==> config.mk <==
export PLATFORM = sky130hd
export DESIGN_NAME = fofb_readout_sequencer
export DESIGN_NICKNAME = d
export VERILOG_FILES = /design/src/rtl/fofb_readout_sequencer.sv
export SDC_FILE = /design/constraint.sdc
export NUM_CORES = 2
export LEC_CHECK = 0
export CORE_UTILIZATION = 35
export DETAILED_ROUTE_END_ITERATION = 12
export PLACE_DENSITY = 0.56
export SLEW_MARGIN = 15
export SYNTH_ARGS = -nofsm -noshare
export SYNTH_HDL_FRONTEND = slang
export SYNTH_SLANG_ARGS = --single-unit
==> constraint.sdc <==
create_clock -name sysClk -period 4.1 [get_ports sysClk]
set_input_delay 0.82 -clock sysClk [delete_from_list [all_inputs] [get_ports sysClk]]
set_output_delay 0.82 -clock sysClk [all_outputs]
set_load 0.01 [all_outputs]
==> src/rtl/fofb_readout_sequencer.sv <==
// fofb_readout_sequencer: sysClk-side sweep of the per-BPM X/Y/S DPRAM.
// On each accepted start pulse it walks the BPM indices and emits one
// record per selected BPM on a valid/ready stream.
// Optional feature macro: FOFB_READOUT_MASK_EN
//   defined   -> only indices set in bpmBitmap (and below FOFB_COUNT) are emitted
//   undefined -> bpmBitmap ignored, every index 0..FOFB_COUNT-1 is emitted
module fofb_readout_sequencer #(
  parameter int unsigned FOFB_INDEX_WIDTH = 9,
  parameter int unsigned FOFB_COUNT       = 512
) (
  input  logic                               sysClk,
  input  logic                               sysReset_n,
  input  logic                               start,
  input  logic [(2**FOFB_INDEX_WIDTH)-1:0]   bpmBitmap,
  output logic [FOFB_INDEX_WIDTH-1:0]        readoutAddress,
  input  logic [31:0]                        readoutX,
  input  logic [31:0]                        readoutY,
  input  logic [31:0]                        readoutS,
  output logic                               mValid,
  input  logic                               mReady,
  output logic [FOFB_INDEX_WIDTH-1:0]        mIndex,
  output logic [31:0]                        mX,
  output logic [31:0]                        mY,
  output logic [31:0]                        mS,
  output logic                               mLast,
  output logic                               busy,
  output logic                               sweepDone,
  output logic [15:0]                        overrunCount
);

  localparam int unsigned NBPM = 2**FOFB_INDEX_WIDTH;

  function automatic logic [NBPM-1:0] valid_mask_f();
    logic [NBPM-1:0] m;
    m = '0;
    for (int unsigned i = 0; i < NBPM; i++) begin
      if (i < FOFB_COUNT) m[i] = 1'b1;
    end
    return m;
  endfunction

  localparam logic [NBPM-1:0] VALID_MASK = valid_mask_f();

  typedef enum logic [2:0] {
    IDLE,
    SCAN,
    WAIT,
    LOAD,
    SEND
  } state_t;

  state_t                      state_q;
  logic [FOFB_INDEX_WIDTH-1:0] idx_q;
  logic [NBPM-1:0]             pending_q;
  logic [NBPM-1:0]             pending_clr_d;
  logic [NBPM-1:0]             start_mask_d;
  logic [FOFB_INDEX_WIDTH-1:0] addr_q;
  logic [FOFB_INDEX_WIDTH-1:0] mIndex_q;
  logic [31:0]                 mX_q;
  logic [31:0]                 mY_q;
  logic [31:0]                 mS_q;
  logic                        mValid_q;
  logic                        mLast_q;
  logic                        busy_q;
  logic                        sweepDone_q;
  logic [15:0]                 overrun_q;

`ifdef FOFB_READOUT_MASK_EN
  // Sparse sweep: only BPMs reported this FA cycle are read out
  always_comb begin
    start_mask_d = bpmBitmap & VALID_MASK;
  end
`else
  logic unused_bitmap;
  assign unused_bitmap = ^bpmBitmap;

  // Dense sweep: every valid index is read out regardless of the bitmap
  always_comb begin
    start_mask_d = VALID_MASK;
  end
`endif

  // Pending mask with the current index retired
  always_comb begin
    pending_clr_d        = pending_q;
    pending_clr_d[idx_q] = 1'b0;
  end

  // Sweep FSM, output record registers and overrun counter
  always_ff @(posedge sysClk or negedge sysReset_n) begin
    if (!sysReset_n) begin
      state_q     <= IDLE;
      idx_q       <= '0;
      pending_q   <= '0;
      addr_q      <= '0;
      mIndex_q    <= '0;
      mX_q        <= '0;
      mY_q        <= '0;
      mS_q        <= '0;
      mValid_q    <= 1'b0;
      mLast_q     <= 1'b0;
      busy_q      <= 1'b0;
      sweepDone_q <= 1'b0;
      overrun_q   <= '0;
    end else begin
      sweepDone_q <= 1'b0;
      if (start && busy_q && (overrun_q != '1)) overrun_q <= overrun_q + 16'd1;
      case (state_q)
        IDLE: begin
          if (start) begin
            pending_q <= start_mask_d;
            idx_q     <= '0;
            busy_q    <= 1'b1;
            state_q   <= SCAN;
          end
        end
        SCAN: begin
          if (pending_q == '0) begin
            sweepDone_q <= 1'b1;
            busy_q      <= 1'b0;
            state_q     <= IDLE;
          end else if (pending_q[idx_q]) begin
            addr_q  <= idx_q;
            state_q <= WAIT;
          end else begin
            idx_q <= idx_q + 1'b1;
          end
        end
        WAIT: state_q <= LOAD;
        LOAD: begin
          mX_q      <= readoutX;
          mY_q      <= readoutY;
          mS_q      <= readoutS;
          mIndex_q  <= idx_q;
          mValid_q  <= 1'b1;
          mLast_q   <= (pending_clr_d == '0);
          pending_q <= pending_clr_d;
          state_q   <= SEND;
        end
        SEND: begin
          if (mValid_q && mReady) begin
            mValid_q <= 1'b0;
            mLast_q  <= 1'b0;
            if (mLast_q) begin
              sweepDone_q <= 1'b1;
              busy_q      <= 1'b0;
              state_q     <= IDLE;
            end else begin
              idx_q   <= idx_q + 1'b1;
              state_q <= SCAN;
            end
          end
        end
        default: begin
          busy_q  <= 1'b0;
          state_q <= IDLE;
        end
      endcase
    end
  end

  assign readoutAddress = addr_q;
  assign mValid         = mValid_q;
  assign mIndex         = mIndex_q;
  assign mX             = mX_q;
  assign mY             = mY_q;
  assign mS             = mS_q;
  assign mLast          = mLast_q;
  assign busy           = busy_q;
  assign sweepDone      = sweepDone_q;
  assign overrunCount   = overrun_q;

endmodule

==> flow_summary.yaml <==
timing:
  period_share: 0.986
  rsz0062_at_grt: "false"
  fin_skew_ns: 0.0254
  worst_pin_slew_ns: 1.35
  relSlewSlack: 0.0929
  drv_slew: 0
  period_needed_ns: 4.04
  hold_viol: 0
  fmax_mhz: 247
  setup_viol: 0
  fin_hold_ws_ns: 0.153
  setup_slack_ns: 0.0579
global_routing:
  grt_max_degree: 106
  antenna_found_initial: 43
  first_global_vias: 35100
  grt_usage: 0.489
  overflow: 0
  grt_first_pass_wirelength_mm: 324
power_and_ir_drop:
  power.density_nw_per_um2: 500
  p_switching_mw: 7.78
  ir_drop_uv: 355
  p_clk_frac: 0.354
  seqPwrFrac: 0.346
  p_comb_frac: 0.300
  switching_share: 0.356
  power_leakage_nw: 15.4
  p_int_mw: 14.1
worst_setup_path:
  cp_cell_sequence: "buf_4 -> nor2_1 -> buf_12 -> nand2_1 -> buf_12 -> buf_4 -> o21ai_0 -> nand4_1 -> nor4_1 -> nand4_1 -> nor4_1 -> buf_4 -> nand3_1 -> buf_4 -> nand2_1"
  crit_arrival_ns: 4.66
  cp_top_family: "simple AND/OR/NAND/NOR gates"
  setup.worst_path.class: "register to register"
  critical_path_required_ns: 4.72
  endpoint_kind: "register"
  rrSetupSlack_ns: 0.06
  slowest_delay_ns: 0.61
  cp_max_fo: 15
  r2r-start: "idx_q[2]"
  cp-start-kind: "register"
  slowest_stage: "dfrtp_1"
  reg2regPathDepth: 15
  crit_path_frequent_cell: "buf_4"
  crit_buf_inv: 6
  r2r-end: "mLast"
routing:
  post-route-drc-count: 0
  routedWlPerCell_um: 43.4
  dr.pass1.iters: 6
  drt-met1-wl_mm: 95.3
  dr_wl_met3_mm: 32.2
  first_iter_violations: 6482
  top_layer: "met5"
  route.vias.total: 38200
  viasPerCell: 6.79
  route.met2.wl_mm: 97.1
  wl_mm: 244
  final_antenna_net_count: 0
synthesis:
  synth_edf_count: 0
  synthFlopType: "dfrtp_1"
  synth_most_common_cell: "o21ai_0"
  postSynthAreaPerCell_um2: 8.85
  ys_types: 59
  netlist_instances: 3824
  syn-num-nets: 4442
  async_flop_share: 1.00
  synth_top_area_share: 0.486
  synth-seq-cells: 658
  synth_top_area_cell: "dfrtp_1"
  synth_area_um2: 33800
  synth.top_cells.by_count: "978 x o21ai_0, 867 x nand2_1, 658 x dfrtp_1"
  seq_area_frac_synth: 0.486
  ys_warn_count: 0
  synth_area_leaders: "dfrtp_1 49%, o21ai_0 14%, nand2_1 9.6%"
clocking:
  post_cts_buffers: 0
  cts_buffer_depth: 3
  numCtsBuffers: 78
  cts_tree: "yes"
  clkTransAtPathRegs_ns: 0.06
  clock-sinks: 658
  htree_levels: 3
  cts_root_buf: "clkbuf_16"
  insertion_delay_ns: 0.70
hold_path:
  holdCritPathClass: "input port to asynchronous set/reset pin"
place:
  portBuffers: 233
  place_hpwl_mm: 178
  place.gp.congestion: 1.12
  place_ws_ns: -0.0106
floorplan:
  start_util: 0.355
  die-width_um: 313
  design.die.area_um2: 98000
  io_pins: 746
  num_rows: 113
  core_um2: 95400
  die_y_um: 313
job:
  maxCapViolations: 0
status:
  outcome: "finished, final reports clean"
final_layout:
  syn2layout_area_growth_pct: 29.1
  nFillCells: 9351
  final_net_count: 4882
  layout-drive-gt1-share: 0.164
==> state kept, by name, indices dropped and copies added (netlist names) <==
signal          flops
pending_q         512
mS                 32
mX                 32
mY                 32
overrunCount       16
idx_q               9
mIndex              9
readoutAddress      9
state_q             3
busy                1
mLast               1
mValid              1
sweepDone           1
==> layout by cell type (no fill, tap or decap), drive strengths merged, types with 4 or more instances in the layout <==
master           n
nand3           51
a31oi           11
and3             7
a22oi           61
mux2            11
o21ai          979
and2            14
clkinv          23
a311oi           6
or3              4
a2111oi          9
nand4          177
nand2          867
nor3             7
o22a            56
dfrtp          658
or2              4
nor2            30
bufinv          12
nand2b           9
clkbuf         103
ha               6
a211oi          11
clkdlybuf4s50  232
inv             11
nor2b            8
nor4           173
o211ai           5
buf            482
a22o            10
mux4            44
or3b             4
a21oi           24
xnor2           12
mux2i          174
diode           29
==> layer usage <==
metal  up-vias  track usage
li1      14700            -
met1     19200        0.644
met2      3316        0.665
met3       898        0.185
met4        18        0.315
met5         -            0
==> logic make-up (layout without fill, tap and decap cells) <==
logic type                 after synthesis  after routing  share of synthesized area
muxes                                  229            229                     0.0854
and+or+nand+nor                       1369           1369                      0.186
other                                    0             29                          0
DFF                                    658            658                      0.486
AOI/OAI and AO/OA                     1187           1187                      0.192
buffers and inverters                  360            865                     0.0439
adders and majority gates                6              6                    0.00222
xor gates and xnor gates                15             15                    0.00388
==> per-stage QoR <==
stage,area [um2],util,power [mW],cells,setup TNS [ns]
final,43700,0.458,21.8,5623,0
after global routing,43600,0.457,22.4,5594,0
after CTS,43600,0.457,21.7,5594,0
after detailed placement,40800,0.427,14.0,5449,-0.0106
after global placement,40800,0.427,14.0,5449,-0.0168
after floorplan,33800,-,10.4,3824,0
==> layout make-up <==
cell class | count | area [um2] | share of cell area
Antenna cell | 29 | 72.6 | 0.00166
Clock buffer | 103 | 2170 | 0.0496
Clock inverter | 42 | 649 | 0.0149
Inverter | 6 | 22.5 | 0.000516
Multi-Input combinational cell | 2806 | 16100 | 0.368
Sequential cell | 658 | 16500 | 0.377
Tap cell | 1265 | 1580 | 0.0362
Timing Repair Buffer | 714 | 6660 | 0.152
==> what timing repair did <==
action,4_1_cts,5_1_grt
hold buffers,0,0
endpoints found under the setup margin,1,1
gates cloned,0,0
resized for setup,2,5
==> how the worst max path moves through the flow <==
stage              from           endpoint  slack (ns)  depth (start not counted)
3_5_place_dp   idx_q[0]              mLast       -0.01                         15
6_report       idx_q[2]              mLast        0.06                         15
4_1_cts        idx_q[8]              mLast       0.004                         14
3_3_place_gp   idx_q[0]              mLast       -0.02                         15
2_1_floorplan  idx_q[0]  readoutAddress[0]        1.14                         12
5_1_grt        idx_q[7]              mLast        0.03                         16
==> power by group through the flow <==
stage          sequential, mW  combinational, mW  clock (mW)
2_1_floorplan            7.74               2.63           0
3_3_place_gp             7.64               6.38           0
3_5_place_dp             7.65               6.37           0
4_1_cts                  7.54               6.39        7.79
5_1_grt                  7.62               6.74        8.00
6_report                 7.56               6.55        7.74
Note: power is estimated with default switching activity, not from simulation.
